## config.mk

```make
export PLATFORM = sky130hd
export DESIGN_NAME = demux_1to8_128bit_buf_flat
export DESIGN_NICKNAME = d
export VERILOG_FILES = /design/src/rtl/demux_1to8_128bit_buf_if.sv /design/src/rtl/demux_1to8_128bit_buf.sv /design/src/flat_wrapper.sv
export SDC_FILE = /design/constraint.sdc
export NUM_CORES = 1
export LEC_CHECK = 0
export ABC_AREA = 1
export BUFFER_PORTS_ARGS = -buffer_cell sky130_fd_sc_hd__buf_2
export CAP_MARGIN = 20
export CORE_AREA = 2 2 460 462
export CTS_CLUSTER_DIAMETER = 200
export CTS_CLUSTER_SIZE = 8
export DETAILED_ROUTE_END_ITERATION = 7
export DIE_AREA = 0 0 462 464
export MAX_ROUTING_LAYER = met4
export PLACE_DENSITY = 0.44
export SLEW_MARGIN = 15
export SYNTH_ARGS = -nofsm -noshare
export SYNTH_HDL_FRONTEND = slang
export SYNTH_SLANG_ARGS = --single-unit
```

## constraint.sdc

```tcl
create_clock -name clk -period 5.6 [get_ports clk]
set_input_delay 0.56 -clock clk [delete_from_list [all_inputs] [get_ports clk]]
set_output_delay 0.56 -clock clk [all_outputs]
set_load 0.005 [all_outputs]
```

## src/rtl/demux_1to8_128bit_buf_if.sv

```systemverilog
// Bundle of the producer-side and consumer-side signals for the 1-to-8 buffered demux.
// The master drives words in and pops words out; the slave is the demux itself.
interface demux_1to8_128bit_buf_if #(
  parameter int unsigned DATA_W = 128
);
  logic [DATA_W-1:0]   in_data;
  logic                in_valid;
  logic [2:0]          in_sel;
  logic                in_ready;
  logic                auto_mode;
  logic                ptr_clr;
  logic [8*DATA_W-1:0] out_data;
  logic [7:0]          out_valid;
  logic [7:0]          out_ready;
  logic [2:0]          ptr;
  logic [3:0]          occupancy;

  modport master (
    output in_data,
    output in_valid,
    output in_sel,
    output auto_mode,
    output ptr_clr,
    output out_ready,
    input  in_ready,
    input  out_data,
    input  out_valid,
    input  ptr,
    input  occupancy
  );

  modport slave (
    input  in_data,
    input  in_valid,
    input  in_sel,
    input  auto_mode,
    input  ptr_clr,
    input  out_ready,
    output in_ready,
    output out_data,
    output out_valid,
    output ptr,
    output occupancy
  );
endinterface

```

## src/rtl/demux_1to8_128bit_buf.sv

```systemverilog
// 1-to-8 demultiplexer with a one-entry buffer per output channel, manual or
// round-robin destination selection, and a registered occupancy count.
module demux_1to8_128bit_buf #(
  parameter int unsigned DATA_W = 128
) (
  input logic                       clk,
  input logic                       rst_n,
  demux_1to8_128bit_buf_if.slave    bus
);
  localparam int unsigned NumCh = 8;

  logic [2:0]                         dst;
  logic [NumCh-1:0]                   dst_oh;
  logic                               in_ready;
  logic                               accept;
  logic [NumCh-1:0]                   pop;

  logic [NumCh-1:0]                   valid_q, valid_d;
  logic [NumCh-1:0][DATA_W-1:0]       data_q, data_d;
  logic [2:0]                         ptr_q, ptr_d;
  logic [3:0]                         occ_q, occ_d;

  // Destination and acceptance: a full channel may still accept if it pops on the same edge.
  always_comb begin
    dst      = bus.auto_mode ? ptr_q : bus.in_sel;
    dst_oh   = NumCh'(1) << dst;
    in_ready = ~valid_q[dst] | bus.out_ready[dst];
    accept   = bus.in_valid & in_ready;
    pop      = valid_q & bus.out_ready;
  end

  always_comb begin
    valid_d = (valid_q & ~pop) | (accept ? dst_oh : '0);
    data_d  = data_q;
    if (accept) begin
      data_d[dst] = bus.in_data;
    end
  end

  // Clear wins over the increment; the 3-bit add wraps 7 -> 0 on its own.
  always_comb begin
    ptr_d = ptr_q;
    if (bus.ptr_clr) begin
      ptr_d = 3'd0;
    end else if (accept && bus.auto_mode) begin
      ptr_d = ptr_q + 3'd1;
    end
  end

  always_comb begin
    occ_d = '0;
    for (int i = 0; i < NumCh; i++) begin
      occ_d = occ_d + {3'b000, valid_d[i]};
    end
  end

  always_ff @(posedge clk or negedge rst_n) begin
    if (!rst_n) begin
      valid_q <= '0;
      data_q  <= '0;
      ptr_q   <= 3'd0;
      occ_q   <= 4'd0;
    end else begin
      valid_q <= valid_d;
      data_q  <= data_d;
      ptr_q   <= ptr_d;
      occ_q   <= occ_d;
    end
  end

  assign bus.in_ready  = in_ready;
  assign bus.out_valid = valid_q;
  assign bus.out_data  = data_q;
  assign bus.ptr       = ptr_q;
  assign bus.occupancy = occ_q;

  occ_matches_valid: assert property (@(posedge clk) disable iff (!rst_n)
    occ_q == 4'($countones(valid_q)));

endmodule

```

## src/flat_wrapper.sv

```systemverilog
// flat-port wrapper written by rule: the top's interface ports become plain ports
module demux_1to8_128bit_buf_flat 
#(
  parameter int unsigned DATA_W = 128
)
  (clk, rst_n, bus_in_data, bus_in_valid, bus_in_sel, bus_auto_mode, bus_ptr_clr, bus_out_ready, bus_in_ready, bus_out_data, bus_out_valid, bus_ptr, bus_occupancy);
  demux_1to8_128bit_buf_if #(.DATA_W(DATA_W)) bus_i ();
  input logic clk;
  input logic rst_n;
  input wire logic [$bits(bus_i.in_data)-1:0] bus_in_data;
  input wire logic [$bits(bus_i.in_valid)-1:0] bus_in_valid;
  input wire logic [$bits(bus_i.in_sel)-1:0] bus_in_sel;
  input wire logic [$bits(bus_i.auto_mode)-1:0] bus_auto_mode;
  input wire logic [$bits(bus_i.ptr_clr)-1:0] bus_ptr_clr;
  input wire logic [$bits(bus_i.out_ready)-1:0] bus_out_ready;
  output wire logic [$bits(bus_i.in_ready)-1:0] bus_in_ready;
  output wire logic [$bits(bus_i.out_data)-1:0] bus_out_data;
  output wire logic [$bits(bus_i.out_valid)-1:0] bus_out_valid;
  output wire logic [$bits(bus_i.ptr)-1:0] bus_ptr;
  output wire logic [$bits(bus_i.occupancy)-1:0] bus_occupancy;
  assign bus_i.in_data = bus_in_data;
  assign bus_i.in_valid = bus_in_valid;
  assign bus_i.in_sel = bus_in_sel;
  assign bus_i.auto_mode = bus_auto_mode;
  assign bus_i.ptr_clr = bus_ptr_clr;
  assign bus_i.out_ready = bus_out_ready;
  assign bus_in_ready = bus_i.in_ready;
  assign bus_out_data = bus_i.out_data;
  assign bus_out_valid = bus_i.out_valid;
  assign bus_ptr = bus_i.ptr;
  assign bus_occupancy = bus_i.occupancy;
  demux_1to8_128bit_buf #(.DATA_W(DATA_W)) u_core (.clk(clk), .rst_n(rst_n), .bus(bus_i));
endmodule
```

; Yosys cells after proc, flatten, opt, wreduce, memory -nomap -nowiden
; Cells that the tools add are included.
[op_classes]
bitwise = 7
shifts = 1
reduce_logical = 3
n_lt_le_gt_ge = 2
muxes = 11
n_addsub = 8
[op_table]
columns = operator, n
row1 = 1024-bit bitwise mux, 1
row2 = 128-bit demux with 3-bit select, 1
row3 = 128-bit two-way mux, 1
row4 = 4-bit by 1-bit adder with 4-bit output, 6
row5 = 8-bit AND, 2
row6 = 3-bit two-way mux, 3
row7 = 8-bit two-way mux, 1
row8 = 8-bit inverter, 1
row9 = 8-bit bitwise OR, 1
row10 = "1-bit by 3-bit << shifter with 8-bit output, first input constant", 1
row11 = 1-bit binary-select mux with 3-bit select, 2
row12 = "3-bit by 4-bit less-than comparator with 1-bit output, second input constant", 1
row13 = "3-bit by 1-bit adder with 3-bit output, second input constant", 1
row14 = "3-bit by 1-bit >= comparator with 1-bit output, second input constant", 1
row15 = 1-bit by 1-bit adder with 2-bit output, 1
row16 = 1-bit logical AND, 2
row17 = 1-bit two-way mux, 2
row18 = 2-bit nonzero test, 1
row19 = 1-bit AND, 1
row20 = 1-bit inverter, 1
row21 = 1-bit bitwise OR, 1
[totals]
output_inout_bits = 1040
inputBits = 144
register_bits = 1039

; Logic depth before layout (Yosys ltp)
[depth]
ltp_word = 15
ltp_mapped = 23
mapped_depth_nobuf = 20

; Least setup slack after synthesis
; No wires, ideal clock.
[synth_timing]
path_kind = input-to-reg
start = input bus_auto_mode
end = register u_core.occ_q[1], in the netlist u_core.bus.occupancy[1]
setup_slack_ps = 1437
path_stages = 23
required_ps = 5536
setup_ps = 64
arrival_time_ps = 4099
n_path_buf = 4
path_cell_list = buf_6 > inv_4 > nand2_4 > nand2_2 > buf_6 > nand2_1 > nand2_1 > nand2_1 > nand2_1 > nand3_2 > nand4_1 > buf_2 > buf_2 > o21ai_0 > ha_1 > inv_1 > fa_1 > fa_1 > inv_1 > fa_1 > inv_1 > fa_1 > inv_1
[synth_via]
elab_chain_cells = 15
[synth_lines]
columns = element, line_no
row1 = from (decl), flat_wrapper.sv:13  ; input wire logic [$bits(bus_i.auto_mode)-1:0] bus_auto_mode;
row2 = 3-bit two-way mux *, demux_1to8_128bit_buf.sv:25  ; dst = bus.auto_mode ? ptr_q : bus.in_sel;
row3 = 1-bit binary-select mux with 3-bit select, demux_1to8_128bit_buf.sv:27  ; in_ready = ~valid_q[dst] | bus.out_ready[dst];
row4 = 1-bit two-way mux (implied by the code), demux_1to8_128bit_buf.sv:27
row5 = 1-bit inverter, demux_1to8_128bit_buf.sv:27
row6 = 1-bit bitwise OR, demux_1to8_128bit_buf.sv:27
row7 = 1-bit AND, demux_1to8_128bit_buf.sv:28  ; accept = bus.in_valid & in_ready;
row8 = 8-bit two-way mux *, demux_1to8_128bit_buf.sv:33  ; valid_d = (valid_q & ~pop) | (accept ? dst_oh : '0);
row9 = 8-bit bitwise OR *, demux_1to8_128bit_buf.sv:33
row10 = net u_core.valid_d[1], demux_1to8_128bit_buf.sv:18  ; logic [NumCh-1:0] valid_q, valid_d;
row11 = 1-bit by 1-bit adder with 2-bit output *, demux_1to8_128bit_buf.sv:53  ; occ_d = occ_d + {3'b000, valid_d[i]};
row12 = 4-bit by 1-bit adder with 4-bit output * (6 in a row), demux_1to8_128bit_buf.sv:53
row13 = net u_core.occ_d[1], demux_1to8_128bit_buf.sv:21  ; logic [3:0] occ_q, occ_d;
row14 = to (signal assigned), demux_1to8_128bit_buf.sv:62  ; occ_q <= 4'd0;
row15 = to (signal assigned), demux_1to8_128bit_buf.sv:67  ; occ_q <= occ_d;
row16 = to (decl), demux_1to8_128bit_buf.sv:21
; Mark *: on every way through the listed nets, which the timed path passes. The rest lies on a longest branch. The select of a mux whose other input is x is not followed.
; A chain may end at the register's enable or synchronous reset.

; Worst setup path in the final report
[layout_timing]
start = register u_core.ptr_q[0], in the netlist u_core.bus.ptr[0]
end = register u_core.occ_q[1], in the netlist u_core.bus.occupancy[1]
[layout_rtl]
columns = element, line_no
row1 = from (decl), demux_1to8_128bit_buf.sv:20  ; logic [2:0] ptr_q, ptr_d;
row2 = from (signal assigned), demux_1to8_128bit_buf.sv:66  ; ptr_q <= ptr_d;
row3 = 3-bit two-way mux *, demux_1to8_128bit_buf.sv:25
row4 = 1-bit binary-select mux with 3-bit select, demux_1to8_128bit_buf.sv:27
row5 = 1-bit two-way mux (implied by the code), demux_1to8_128bit_buf.sv:27
row6 = 1-bit inverter, demux_1to8_128bit_buf.sv:27
row7 = 1-bit bitwise OR, demux_1to8_128bit_buf.sv:27
row8 = 1-bit AND, demux_1to8_128bit_buf.sv:28
row9 = 8-bit two-way mux *, demux_1to8_128bit_buf.sv:33
row10 = 8-bit bitwise OR *, demux_1to8_128bit_buf.sv:33
row11 = net u_core.valid_d[5], demux_1to8_128bit_buf.sv:18
row12 = 4-bit by 1-bit adder with 4-bit output * (3 in a row), demux_1to8_128bit_buf.sv:53
row13 = net u_core.occ_d[1], demux_1to8_128bit_buf.sv:21
; Marks and branches as above.

==> reports/results.ini <==
[power_and_ir_drop]
intPower_mw=16.4
p_per_area_nw_per_um2=465
power_switching_mw=7.95
p_leak_nw=28.4
comb_power_share=0.222
p_total_mw=24.4
clockPowerShare=0.344
power_frac_seq=0.434
swShare=0.327
ir_drop_mv=0.303

[logic_synthesis]
syn_avg_cell_area_um2=9.58
yosysSeqAreaShare=0.655
synth_cell_type_count=26
synth_edf_count=0
synth_area_um2=39700
synthCells=4142
synth_nets=4294
synth_seq_cells=1039
async_flop_share=1.00
yosysWarnings=0
ys.flop_type=dfrtp_1
synth.top_cell.area_share=0.655
synth_top_area_cell=dfrtp_1
yosys-top-cells-area=dfrtp_1 66%, nand2_1 15%, nand3_1 6.6%, o21ai_0 6.5%, buf_2 1.6%

[timing]
hold_slack_ns=0.0871
relSlewSlack=0.244
tns_ns=0
rsz0062_at_grt=false
tightestPinTransition_ns=1.13
finalCriticalPeriod_ns=3.94
post-route-period-util=0.704
setup_slack_ns=1.66
fmax_mhz=254
maxSlewViolCount=0
clock_skew_ns=0.0364
setup_violations=0
timing_hold_violations_final=0

[clocking]
cts_root_buffer=clkbuf_16
cts_sinks=1039
cts_inserted_buffers=149
cts_resized=0
cts_tree=built
htreeDepth=4
clk_path_buf_depth=3
clkTransAtPathRegs_ns=0.06
clkLatencyLatePin_ns=0.78

[drt]
detail-route-antenna-nets=0
num_vias=33700
avgRoutedWirePerCell_um=22.2
route.detailed.drc=0
dr.pass1.iters=7
drt-initial-drc-count=2805
drt_wl_total_um=180000
viasPerCell=4.16

[floorplanning]
start_util=0.190
core_area_um2=209000
die_w_um=462
die_area_um2=214000
die_h_um=464
rows=168
io_pins=1184

[finish]
instances_no_fill=8099
finish.instance_area_um2=52400
nNetsFinal=5418
num-fill-cells=22800
utilization=0.251
area_delta_synth_final_pct=32.1
layout-drive-gt1-share=0.270

[hold_path]
hold_class=in2reg

[placement]
dp_cells=7903
dp_hpwl_um=129000
placed_cell_area_um2=48100
place_ws_ns=1.23
portBuffers=1183
place.gp.congestion=0.852

[grt]
grt_max_degree=179
grt.total_usage=0.169
grt_pass1_wl_um=257000
grt_pass1_vias=33100
antenna_found_initial=5
grt_overflow=0

[run]
maxCapViolCount=0

[critical_path]
cp-start-kind=flip-flop
endpoint_kind=flip-flop
cp_data_required_time_ns=6.28
crit_arrival_ns=4.62
crit_type=reg2reg
cp_max_fo=66

[outcome]
status=finished, final reports clean

final cells by class:
type	instances	area, um^2	share of cell area
clock inverters	18	319	0.00609
well taps	2805	3510	0.0670
multi-input cells	2660	11500	0.220
clock buffers	151	3760	0.0717
flip-flops and latches	1039	26000	0.496
diodes	10	25.0	0.000477
repair buffers	1256	6660	0.127
inverters	160	603	0.0115
Yosys cell counts, drive strengths merged (2+ instances only):
library cell / instances
nand2: 1585
dfrtp: 1039
nand3: 528
o21ai: 518
buf: 188
inv: 160
clkbuf: 95
nor2: 9
nand4: 7
fa: 4
ha: 4
nor3: 2
worst paths after layout:
path	start	end	slack (ns)	cells after the start
setup / recovery	u_core.bus.ptr[0]	u_core.bus.occupancy[1]	1.66	15
hold reg to reg	u_core.bus.out_data[533]	u_core.bus.out_data[533]	0.46	2
max in group asynchronous	rst_n	u_core.bus.out_data[594]	3.53	3
hold / removal	bus_in_data[119]	u_core.bus.out_data[1015]	0.09	3
min in group asynchronous	rst_n	u_core.bus.out_data[307]	0.40	2
setup reg to reg	u_core.bus.ptr[0]	u_core.bus.occupancy[1]	1.66	15
logic make-up after synthesis:
| family | synth area share |
|---|---|
| AOI/OAI and AO/OA | 0.0653 |
| buffers and inverters | 0.0554 |
| xor gates and xnor gates | 0.000442 |
| and+or+nand+nor | 0.220 |
| adders and majority gates | 0.00328 |
| DFF | 0.655 |
critical path: stages (launching register included):
cell     delay, ns
dfrtp_1       0.42
nand2_2       0.12
nand2_2       0.23
nand2_2       0.13
nor2_1        0.15
nor2_2        0.06
nand3_2       0.14
nand2_4       0.09
nor2_8        0.18
buf_4         0.61
nand2_4       0.59
nand2_1       0.29
fa_1          0.23
inv_1         0.06
fa_1          0.48
inv_1         0.05
power groups by stage:
stage               combinational, mW  clock (mW)  sequential, mW
floorplan                        1.75           0            10.8
global placement                 5.49           0            10.6
detailed placement               5.54           0            10.6
CTS                              5.55        8.64            10.6
global route                     6.08        8.92            10.8
finish                           5.41        8.37            10.6
layout by cell type, fill, tap and decap left out, drive strengths merged, types with 4 or more instances in the layout:
cell type       n
buf          1239
clkbuf        151
clkinv          7
dfrtp        1039
diode          10
dlygate4sd3    17
fa              4
ha              4
inv           169
nand2        1585
nand3         528
nand4           7
nor2            9
o21ai         518
layer usage:
metal / part of all wire / global-route usage / up-vias
met4: 0.030 / 0.0557 / 0
met2: 0.46 / 0.263 / 1340
li1: - / - / 15500
met5: 0 / - / -
met1: 0.43 / 0.211 / 16600
met3: 0.080 / 0.0455 / 260
registers in the layout (all words and copies together) (netlist names):
register	count
u_core.bus.occupancy	4
u_core.bus.out_data	1024
u_core.bus.out_valid	8
u_core.bus.ptr	3
timing repair:
item	CTS	global route
hold buffers	17	0
endpoints found under the hold margin	116	0
buffers inserted	0	0
Note: power is estimated with default switching activity, not from simulation.
